$ cat src/rtl/wmt_scan_sched_if.sv
// wmt_scan_sched_if: the scanner's bus, grouping the scan control, the meter
// inputs, the detector link and the result read-back signals.
// The slave modport is the scanner's view; the master modport is the view of
// whatever drives the scanner (CPU register block, meter pins, detector).
interface wmt_scan_sched_if #(
  parameter int NCH = 4
);
  logic           scan_en_i;
  logic [NCH-1:0] ch_mask_i;
  logic [NCH-1:0] wmt_sig_i;
  logic [15:0]    det_data_i;
  logic           det_err_i;
  logic           det_en_o;
  logic           det_sig_o;
  logic [2:0]     rd_sel_i;
  logic [15:0]    rd_data_o;
  logic [NCH-1:0] err_vec_o;
  logic [NCH-1:0] vld_vec_o;
  logic [2:0]     cur_ch_o;
  logic           busy_o;
  logic           scan_done_o;

  modport slave (
    input  scan_en_i, ch_mask_i, wmt_sig_i, det_data_i, det_err_i, rd_sel_i,
    output det_en_o, det_sig_o, rd_data_o, err_vec_o, vld_vec_o, cur_ch_o,
           busy_o, scan_done_o
  );

  modport master (
    output scan_en_i, ch_mask_i, wmt_sig_i, det_data_i, det_err_i, rd_sel_i,
    input  det_en_o, det_sig_o, rd_data_o, err_vec_o, vld_vec_o, cur_ch_o,
           busy_o, scan_done_o
  );
endinterface

$ cat src/rtl/wmt_scan_sched.sv
// wmt_scan_sched: time-multiplexes one shared period/duty detector across NCH
// water-meter inputs. Round-robins over enabled channels: select, settle with
// the detector disabled, dwell with it enabled, then capture its result into
// a per-channel slot.
// Optional feature macro WMT_SCAN_RETRY_EN: a capture that reports an error
// gets one re-settle/re-dwell on the same channel before a result is committed.
module wmt_scan_sched #(
  parameter int NCH       = 4,
  parameter int SETTLE_US = 100,
  parameter int DWELL_US  = 600000
) (
  input logic             clk_1us,
  input logic             rstn_i,
  wmt_scan_sched_if.slave bus
);

  typedef enum logic [2:0] {
    ST_IDLE    = 3'd0,
    ST_SELECT  = 3'd1,
    ST_SETTLE  = 3'd2,
    ST_DWELL   = 3'd3,
    ST_CAPTURE = 3'd4
  } state_t;

  localparam logic [19:0] SETTLE_TC = 20'(SETTLE_US - 1);
  localparam logic [19:0] DWELL_TC  = 20'(DWELL_US - 1);

  // Next channel: lowest enabled index above cur, wrapping to the lowest
  // enabled one. A scan that starts from IDLE begins at the lowest enabled.
  function automatic logic [2:0] next_chan(input logic [NCH-1:0] mask,
                                           input logic [2:0] cur,
                                           input logic from_idle);
    logic [2:0] low;
    logic [2:0] above;
    logic       found;
    low   = 3'd0;
    above = 3'd0;
    found = 1'b0;
    for (int i = NCH - 1; i >= 0; i--) begin
      low   = mask[i] ? 3'(i) : low;
      above = (mask[i] && (3'(i) > cur)) ? 3'(i) : above;
      found = found | (mask[i] && (3'(i) > cur));
    end
    return (found && !from_idle) ? above : low;
  endfunction

  // Highest enabled channel, i.e. the last one of a pass.
  function automatic logic [2:0] high_chan(input logic [NCH-1:0] mask);
    logic [2:0] hi;
    hi = 3'd0;
    for (int i = 0; i < NCH; i++) begin
      hi = mask[i] ? 3'(i) : hi;
    end
    return hi;
  endfunction

  state_t         state_r;
  state_t         state_nxt_s;
  logic [19:0]    cnt_r;
  logic [2:0]     cur_ch_r;
  logic [2:0]     ch_nxt_s;
  logic [2:0]     last_ch_s;
  logic [NCH-1:0] mask_r;
  logic [NCH-1:0] err_r;
  logic [NCH-1:0] vld_r;
  logic [15:0]    slot_r [NCH];
  logic           first_r;
  logic           det_en_r;
  logic           busy_r;
  logic           commit_s;
  logic           det_sig_s;
  logic [15:0]    rd_data_s;
`ifdef WMT_SCAN_RETRY_EN
  logic           retry_r;
  logic           retry_s;
`endif

  assign ch_nxt_s  = next_chan(bus.ch_mask_i, cur_ch_r, first_r);
  assign last_ch_s = high_chan(mask_r);

  // Next-state decode; dropping scan_en_i aborts from any state without a capture.
  always_comb begin
    state_nxt_s = state_r;
    commit_s    = 1'b0;
`ifdef WMT_SCAN_RETRY_EN
    retry_s     = 1'b0;
`endif
    if (!bus.scan_en_i) begin
      state_nxt_s = ST_IDLE;
    end else begin
      case (state_r)
        ST_IDLE:    state_nxt_s = (bus.ch_mask_i != '0) ? ST_SELECT : ST_IDLE;
        ST_SELECT:  state_nxt_s = (bus.ch_mask_i != '0) ? ST_SETTLE : ST_IDLE;
        ST_SETTLE:  state_nxt_s = (cnt_r == SETTLE_TC) ? ST_DWELL : ST_SETTLE;
        ST_DWELL:   state_nxt_s = (cnt_r == DWELL_TC) ? ST_CAPTURE : ST_DWELL;
        ST_CAPTURE: begin
`ifdef WMT_SCAN_RETRY_EN
          if (bus.det_err_i && !retry_r) begin
            retry_s     = 1'b1;
            state_nxt_s = ST_SETTLE;
          end else begin
            commit_s    = 1'b1;
            state_nxt_s = (bus.ch_mask_i != '0) ? ST_SELECT : ST_IDLE;
          end
`else
          commit_s    = 1'b1;
          state_nxt_s = (bus.ch_mask_i != '0) ? ST_SELECT : ST_IDLE;
`endif
        end
        default:    state_nxt_s = ST_IDLE;
      endcase
    end
  end

  // State register, dwell counter (cleared on each state entry) and status flags.
  always_ff @(posedge clk_1us or negedge rstn_i) begin
    if (!rstn_i) begin
      state_r  <= ST_IDLE;
      cnt_r    <= 20'd0;
      det_en_r <= 1'b0;
      busy_r   <= 1'b0;
    end else begin
      state_r  <= state_nxt_s;
      cnt_r    <= (state_nxt_s != state_r) ? 20'd0 :
                  ((cnt_r == 20'hFFFFF) ? cnt_r : cnt_r + 20'd1);
      det_en_r <= (state_nxt_s == ST_DWELL);
      busy_r   <= (state_nxt_s != ST_IDLE);
    end
  end

  // Channel pointer and mask snapshot, both taken only when leaving SELECT.
  always_ff @(posedge clk_1us or negedge rstn_i) begin
    if (!rstn_i) begin
      cur_ch_r <= 3'd0;
      mask_r   <= '0;
      first_r  <= 1'b1;
    end else if (state_r == ST_IDLE) begin
      first_r  <= 1'b1;
    end else if ((state_r == ST_SELECT) && (state_nxt_s == ST_SETTLE)) begin
      cur_ch_r <= ch_nxt_s;
      mask_r   <= bus.ch_mask_i;
      first_r  <= 1'b0;
    end
  end

`ifdef WMT_SCAN_RETRY_EN
  // One retry per channel visit: set on an erroring capture, held through the re-dwell.
  always_ff @(posedge clk_1us or negedge rstn_i) begin
    if (!rstn_i) begin
      retry_r <= 1'b0;
    end else if (retry_s) begin
      retry_r <= 1'b1;
    end else if ((state_r != ST_SETTLE) && (state_r != ST_DWELL)) begin
      retry_r <= 1'b0;
    end
  end
`endif

  // Result slots: only the current channel is written on a committed capture.
  always_ff @(posedge clk_1us or negedge rstn_i) begin
    if (!rstn_i) begin
      for (int i = 0; i < NCH; i++) begin
        slot_r[i] <= 16'd0;
      end
      err_r <= '0;
      vld_r <= '0;
    end else begin
      for (int i = 0; i < NCH; i++) begin
        if (commit_s && (cur_ch_r == 3'(i))) begin
          slot_r[i] <= bus.det_data_i;
          err_r[i]  <= bus.det_err_i;
          vld_r[i]  <= 1'b1;
        end
      end
    end
  end

  // Meter mux and result read port; indices at or above NCH read as 0.
  always_comb begin
    det_sig_s = 1'b0;
    rd_data_s = 16'd0;
    for (int i = 0; i < NCH; i++) begin
      det_sig_s = (cur_ch_r == 3'(i)) ? bus.wmt_sig_i[i] : det_sig_s;
      rd_data_s = (bus.rd_sel_i == 3'(i)) ? slot_r[i] : rd_data_s;
    end
  end

  assign bus.det_en_o    = det_en_r;
  assign bus.det_sig_o   = det_sig_s;
  assign bus.rd_data_o   = rd_data_s;
  assign bus.err_vec_o   = err_r;
  assign bus.vld_vec_o   = vld_r;
  assign bus.cur_ch_o    = cur_ch_r;
  assign bus.busy_o      = busy_r;
  // Done marks the committing capture of the pass's last channel, so it is
  // decoded in the CAPTURE cycle itself rather than a cycle later.
  assign bus.scan_done_o = commit_s && (cur_ch_r == last_ch_s);

endmodule

$ cat src/flat_wrapper.sv
// flat-port wrapper written by rule: the top's interface ports become plain ports
module wmt_scan_sched_flat 
#(
  parameter int NCH       = 4,
  parameter int SETTLE_US = 100,
  parameter int DWELL_US  = 600000
)
  (clk_1us, rstn_i, bus_scan_en_i, bus_ch_mask_i, bus_wmt_sig_i, bus_det_data_i, bus_det_err_i, bus_rd_sel_i, bus_det_en_o, bus_det_sig_o, bus_rd_data_o, bus_err_vec_o, bus_vld_vec_o, bus_cur_ch_o, bus_busy_o, bus_scan_done_o);
  wmt_scan_sched_if #(.NCH(NCH)) bus_i ();
  input logic clk_1us;
  input logic rstn_i;
  input wire logic [$bits(bus_i.scan_en_i)-1:0] bus_scan_en_i;
  input wire logic [$bits(bus_i.ch_mask_i)-1:0] bus_ch_mask_i;
  input wire logic [$bits(bus_i.wmt_sig_i)-1:0] bus_wmt_sig_i;
  input wire logic [$bits(bus_i.det_data_i)-1:0] bus_det_data_i;
  input wire logic [$bits(bus_i.det_err_i)-1:0] bus_det_err_i;
  input wire logic [$bits(bus_i.rd_sel_i)-1:0] bus_rd_sel_i;
  output wire logic [$bits(bus_i.det_en_o)-1:0] bus_det_en_o;
  output wire logic [$bits(bus_i.det_sig_o)-1:0] bus_det_sig_o;
  output wire logic [$bits(bus_i.rd_data_o)-1:0] bus_rd_data_o;
  output wire logic [$bits(bus_i.err_vec_o)-1:0] bus_err_vec_o;
  output wire logic [$bits(bus_i.vld_vec_o)-1:0] bus_vld_vec_o;
  output wire logic [$bits(bus_i.cur_ch_o)-1:0] bus_cur_ch_o;
  output wire logic [$bits(bus_i.busy_o)-1:0] bus_busy_o;
  output wire logic [$bits(bus_i.scan_done_o)-1:0] bus_scan_done_o;
  assign bus_i.scan_en_i = bus_scan_en_i;
  assign bus_i.ch_mask_i = bus_ch_mask_i;
  assign bus_i.wmt_sig_i = bus_wmt_sig_i;
  assign bus_i.det_data_i = bus_det_data_i;
  assign bus_i.det_err_i = bus_det_err_i;
  assign bus_i.rd_sel_i = bus_rd_sel_i;
  assign bus_det_en_o = bus_i.det_en_o;
  assign bus_det_sig_o = bus_i.det_sig_o;
  assign bus_rd_data_o = bus_i.rd_data_o;
  assign bus_err_vec_o = bus_i.err_vec_o;
  assign bus_vld_vec_o = bus_i.vld_vec_o;
  assign bus_cur_ch_o = bus_i.cur_ch_o;
  assign bus_busy_o = bus_i.busy_o;
  assign bus_scan_done_o = bus_i.scan_done_o;
  wmt_scan_sched #(.NCH(NCH), .SETTLE_US(SETTLE_US), .DWELL_US(DWELL_US)) u_core (.clk_1us(clk_1us), .rstn_i(rstn_i), .bus(bus_i));
endmodule
$ cat config.mk
export PLATFORM = sky130hd
export DESIGN_NAME = wmt_scan_sched_flat
export DESIGN_NICKNAME = d
export VERILOG_FILES = /design/src/rtl/wmt_scan_sched_if.sv /design/src/rtl/wmt_scan_sched.sv /design/src/flat_wrapper.sv
export SDC_FILE = /design/constraint.sdc
export NUM_CORES = 1
export LEC_CHECK = 0
export CORE_MARGIN = 3
export CORE_UTILIZATION = 52
export CTS_BUF_LIST = sky130_fd_sc_hd__clkbuf_2
export CTS_CLUSTER_SIZE = 12
export DETAILED_ROUTE_END_ITERATION = 8
export PLACE_DENSITY = 0.86
export REMOVE_ABC_BUFFERS = 1
export SLEW_MARGIN = 10
export SYNTH_ARGS = -nofsm -noshare
export SYNTH_HDL_FRONTEND = slang
export SYNTH_SLANG_ARGS = --single-unit
$ cat constraint.sdc
create_clock -name clk_1us -period 2.4 [get_ports clk_1us]
set_clock_uncertainty 0.15 [all_clocks]
set_input_delay 0.48 -clock clk_1us [delete_from_list [all_inputs] [get_ports clk_1us]]
set_output_delay 0.48 -clock clk_1us [all_outputs]
set_load 0.02 [all_outputs]
==> reports/metrics.cfg, run 1 <==
[status]
status=finished clean

[synth]
syn-mean-instance-area_sq_um=12.6
synth-warning-count=0
post_synthesis_cell_count=390
async_flop_share_pct=100
synth_sequential_area_ratio_pct=52.5
yosys.cell_types.count=43
yosys_register_bits=103
synthesis.area_sq_um=4910
synth-main-ff-cell=dfrtp_1
synth_edf_count=0

[pwr]
total_leakage_power_nw=2.97
power_mw=3.26
p_per_area_nw_per_um2=524
ir_drop_uv=407

[worst_setup_path]
cp_data_required_time_ns=1.77
r2r_cells=6
critical_path.startpoint_type=flop
worst_ep_arrival_ns=1.77
critical_path_peak_fanout=2
reg2reg_from=u_core.cnt_r[11]
worstSetupEndpoint=bus_rd_data_o[12]
crit_start=u_core.slot_r[60]
setup.worst_path.end_class=primary output
worstSetupPathType=flop to primary output
regToRegSetupSlack_ns=0.14
r2r_end=u_core.cnt_r[16]

[sta]
fin_ws_ns=0.00461
achievable-frequency_ghz=0.417
worst_pin_slew_ns=0.546
finalSetupViolCount=0
finalWorstPathRequiredPeriod_ns=2.40
report.final.slew_viol_count=0
period_share_pct=99.8
rsz0062_at_grt=true
final-hold-violation-count=0
slew_headroom_pct=63.6

[floorplanning]
core_footprint_sq_um=8930
die_h_um=103
die_w_um=103
die_area_sq_um=10600
row_count=34
io-pin-count=62
effective_utilization_at_floorplan_pct=55.0

[finish]
finish.net_count=529
final_cell_area_sq_um=6230
area_growth_syn_to_layout_pct=26.7
layout-drive-gt1-share_pct=38.6
mostFrequentLayoutCells=100 x dfrtp_1, 71 x mux2_2, 50 x buf_4
n_antenna_cell=0
final_core_util_pct=69.7
layout.cells.most_common=dfrtp_1
finish.cell_count_without_fillers=610

[clock_network]
cts_max_path_buffers=2
cts_num_sinks=103
cts.reportedPaths.clkPinSlew_ns=0.28
worst_skew_pair.late_latency_ns=0.51
clockRootBuffer=clkbuf_2
tritoncts=yes
cts_htree_levels=3
cts_inserted_buffers=9

[global_routing]
grt_use_total_pct=21.8
grt_max_degree=47
first_global_vias=3653
grt_overflow=0
antenna_found_initial=0
grt_pass1_wl_um=17900

[route]
drt_pass1_iterations=4
antenna_violating_nets_post_route=0
detail_route.wl_per_cell_um=17.9
via_count=3545
drtIter0Drc=104
remaining_drc_errors=0
postRouteWirelength_um=10900
avgViaCountPerCell=5.81

[place]
placement.setup.worst_slack_ns=-0.642
detailed_place.area_sq_um=5990
detailedPlacementHpwl_um=7370
rd_place_congestion=0.870
io_buffer_count=60
dpl.cell_count=582

[min_path]
min-delay-path-class=primary input to async pin

[run]
maxCapViolations=0

-- state kept, by name, summed over array words and instances (netlist names), 2 cells and up --
name                  cells
u_core.bus.cur_ch_o       2
u_core.bus.err_vec_o      4
u_core.bus.vld_vec_o      4
u_core.cnt_r             20
u_core.mask_r             3
u_core.slot_r            64
u_core.state_r            3
-- stage by stage --
stage / setup TNS [ns] / hold slack, ns
floorplan: -1.13 / 0.0344
global placement: -12.42 / 0.301
detailed placement: -11.68 / 0.307
CTS: -0.385 / 0.266
global route: -1.85 / 0.287
finish: 0 / 0.334
-- how the worst min path moves through the flow --
stage	slack [ns]	depth (start not counted)	endpoint
global route	0.29	2	u_core.mask_r[2]
finish	0.33	2	u_core.bus.err_vec_o[0]
global placement	0.30	1	u_core.bus.vld_vec_o[1]
floorplan	0.03	0	u_core.bus.busy_o
detailed placement	0.31	1	u_core.bus.vld_vec_o[0]
CTS	0.27	2	u_core.state_r[0]
-- report_power, final --
part           internal [mW]  switching (mW)
clock                  0.264           0.594
combinational          0.263           0.281
sequential              1.80          0.0626
total                   2.33           0.938
-- critical path, cell delays in order (launching register included) --
cell and delay, ns:
dfrtp_1 0.46, mux4_2 0.47, nor2b_1 0.16, buf_4 0.16
-- what timing repair did --
action / 4_1_cts / 5_1_grt
setup endpoints to repair: 20 / 17
gates resized for setup: 87 / 11
pin swaps: 0 / 0
hold endpoints to repair: 39 / 0
hold buffers: 1 / 0
cloned: 2 / 0
setup buffers: 5 / 4
-- final cells by class --
type | count | area (sq um)
Inverter | 2 | 7.51
Sequential cell | 103 | 2580
Timing Repair Buffer | 114 | 1100
Multi-Input combinational cell | 267 | 2270
Tap cell | 108 | 135
Fill cell | 647 | 2710
Clock buffer | 9 | 45.0
Clock inverter | 7 | 87.6
-- per-layer routing --
metal	wire [um]	GRT usage, %	share of wire, %	vias up
met4	46	3.69	0.42	0
met3	469	5.16	4.3	6
met2	5720	38.7	52	97
met1	4710	27.6	43	1798
li1	-	-	-	1644
met5	0	0	0	-
-- synthesized netlist by cell type (4+ instances only) --
cell type,number,area [sq um]
clkbuf_1,10,37.5
nor4_1,8,50.1
mux2_2,71,800
nor3_1,9,45.0
dfrtp_1,102,2550
o21ai_0,4,20.0
nor2b_1,17,106
xnor2_1,12,105
nand2_1,20,75.1
buf_4,4,30.0
nand3_1,12,60.1
nor2_1,32,120
a31oi_1,7,43.8
a21oi_1,10,50.1
buf_2,4,20.0
mux4_2,17,383
-- logic make-up (layout without fill, tap and decap cells) --
family / Yosys count / in the layout / synth area share [%]
XOR/XNOR: 12 / 12 / 2.14
multiplexers: 88 / 88 / 24.1
AO/OA/AOI/OAI: 34 / 34 / 4.48
adder cells (fa/ha/maj): 1 / 1 / 0.255
AND/OR/NAND/NOR: 131 / 131 / 14.5
other: 1 / 1 / 0.0763
buffers and inverters: 20 / 132 / 1.94
flip-flops: 103 / 103 / 52.5
Power figures use the tool's default switching activity.
==> run 2, diff against run 1 <==
--- a/config.mk
+++ b/config.mk
@@ -5,12 +5,14 @@
 export SDC_FILE = /design/constraint.sdc
 export NUM_CORES = 1
 export LEC_CHECK = 0
+export ABC_CLOCK_PERIOD_IN_PS = 2400
 export CORE_MARGIN = 3
-export CORE_UTILIZATION = 52
+export CORE_UTILIZATION = 56
 export CTS_BUF_LIST = sky130_fd_sc_hd__clkbuf_2
 export CTS_CLUSTER_SIZE = 12
 export DETAILED_ROUTE_END_ITERATION = 8
-export PLACE_DENSITY = 0.86
+export DONT_BUFFER_PORTS = 1
+export PLACE_DENSITY = 0.81
 export REMOVE_ABC_BUFFERS = 1
 export SLEW_MARGIN = 10
 export SYNTH_ARGS = -nofsm -noshare
==> reports/metrics.cfg, run 2 (synthesis gave the netlist of run 1 again) <==
[clock_network]
cts_inserted_buffers=9
cts_max_path_buffers=2
cts.reportedPaths.clkPinSlew_ns=0.29
clockRootBuffer=clkbuf_2
worst_skew_pair.late_latency_ns=0.58
holdBufCountCts=22
cts_htree_levels=3
cts_num_sinks=103
tritoncts=yes

[finish]
total_area_of_multi_input_combinational_cells_sq_um=2320
final_cell_area_sq_um=5550
largest_register_ff_count=64
area_growth_syn_to_layout_pct=13.0
layout.cells.most_common=dfrtp_1
register_area_sq_um=2580
layout_top_registers=u_core.slot_r (64), u_core.cnt_r (20)
finish.net_count=459
fillerInstances=591
register_bank_with_the_most_flops=u_core.slot_r
n_antenna_cell=0
mostFrequentLayoutCells=98 x dfrtp_1, 71 x mux2_2, 30 x nor2_1
layout-drive-gt1-share_pct=35.0

[worst_setup_path]
worstSetupPathType=flop to primary output
worst_ep_arrival_ns=1.75
critical_path_peak_fanout=7
timing.critical_path.cells=mux4_2
max_stage_delay_ns=0.61
worstSetupPathDepth=1
r2r_cells=6
setup.worst_path.end_class=primary output
cp_data_required_time_ns=1.77
critical_path.n_buffers_inverters=0
critical_path.startpoint_type=flop
critical_path.top_delay_family=multiplexers
crit_slowest_cell=mux4_2

[route]
drt_pass1_iterations=4
postRouteWirelength_um=9930
remaining_drc_errors=0
detail_route.wl_per_cell_um=18.5
via_count=3293
avgViaCountPerCell=6.13
drtIter0Drc=141
antenna_violating_nets_post_route=0

[floorplanning]
row_count=33
die_w_um=99.7
effective_utilization_at_floorplan_pct=58.6
die_area_sq_um=9930
die_h_um=99.7
io-pin-count=62
core_footprint_sq_um=8380

[place]
io_buffer_count=0
detailed_place.area_sq_um=5070
detailedPlacementHpwl_um=6330
rd_place_congestion=0.838
placement.setup.worst_slack_ns=0.173

[sta]
final-hold-violation-count=103
report.final.slew_viol_count=0
fin_ws_ns=0.0184
setup_tns_ns=0
period_share_pct=99.2
achievable-frequency_ghz=0.420
finalWorstPathRequiredPeriod_ns=2.38
rsz0062_at_grt=true
hold-worst-slack_ns=-0.616
finalSetupViolCount=0

[min_path]
min-delay-path-class=primary input to async pin

[global_routing]
antenna_found_initial=0
grt_use_total_pct=21.3
grt_max_degree=104
grt_pass1_wl_um=16800
first_global_vias=3396
grt_overflow=0

[pwr]
p_seq_share_pct=62.9
comb_power_share_pct=12.2
cell_internal_pwr_mw=2.13
ir_drop_uv=293
p_per_area_nw_per_um2=540
total_leakage_power_nw=2.55
net-switching-power_uw=864
power.clock.fraction_pct=25.0
power.switching_fraction_pct=28.8

[status]
failed_checks=negative hold slack
status=finished with violations

[run]
maxCapViolations=0

[run 2: what timing repair did]
item | 4_1_cts | 5_1_grt
pin swaps | 1 | 2
setup buffers | 3 | 5
endpoints found under the hold margin | 179 | 103
cloned | 0 | 0
setup endpoints to repair | 2 | 12
gates resized for setup | 7 | 19
[run 2: layout make-up]
type	instances	area share, %
clock buffer	9	0.812
clock inverter	7	1.10
inverter	2	0.135
multi-input combinational	267	41.9
sequential	103	46.6
tap	105	2.37
timing repair buffer	44	7.13
[run 2: layer usage]
metal	wire length (um)	global-route usage [%]
met3	406	3.23
met5	0	0
met4	159	8.09
met1	4300	28.2
met2	5060	35.7
[run 2: stage by stage]
stage	cells	total power, mW	util [%]
floorplan	372	2.10	-
global placement	491	2.16	60.5
detailed placement	491	2.18	60.5
CTS	532	3.01	64.9
global route	537	3.15	66.2
finish	537	3.00	66.2
[run 2: power groups by stage]
stage	sequential (mW)	clock, mW	combinational, mW
after floorplan	1.91	0	0.182
after global placement	1.91	0	0.250
after detailed placement	1.92	0	0.258
after CTS	1.88	0.783	0.347
after global routing	1.90	0.855	0.397
final	1.88	0.748	0.365
[run 2: worst paths after layout]
check | from | to | slack (ns)
setup / recovery | u_core.bus.cur_ch_o[0] | bus_det_sig_o | 0.02
hold / removal | rstn_i | u_core.bus.cur_ch_o[0] | -0.62
setup reg to reg | u_core.cnt_r[12] | u_core.cnt_r[16] | 0.14
hold reg to reg | u_core.first_r | u_core.first_r | 0.37
max in group asynchronous | rstn_i | u_core.first_r | 2.52
min in group clk_1us | bus_ch_mask_i[0] | u_core.bus.cur_ch_o[1] | 0.09
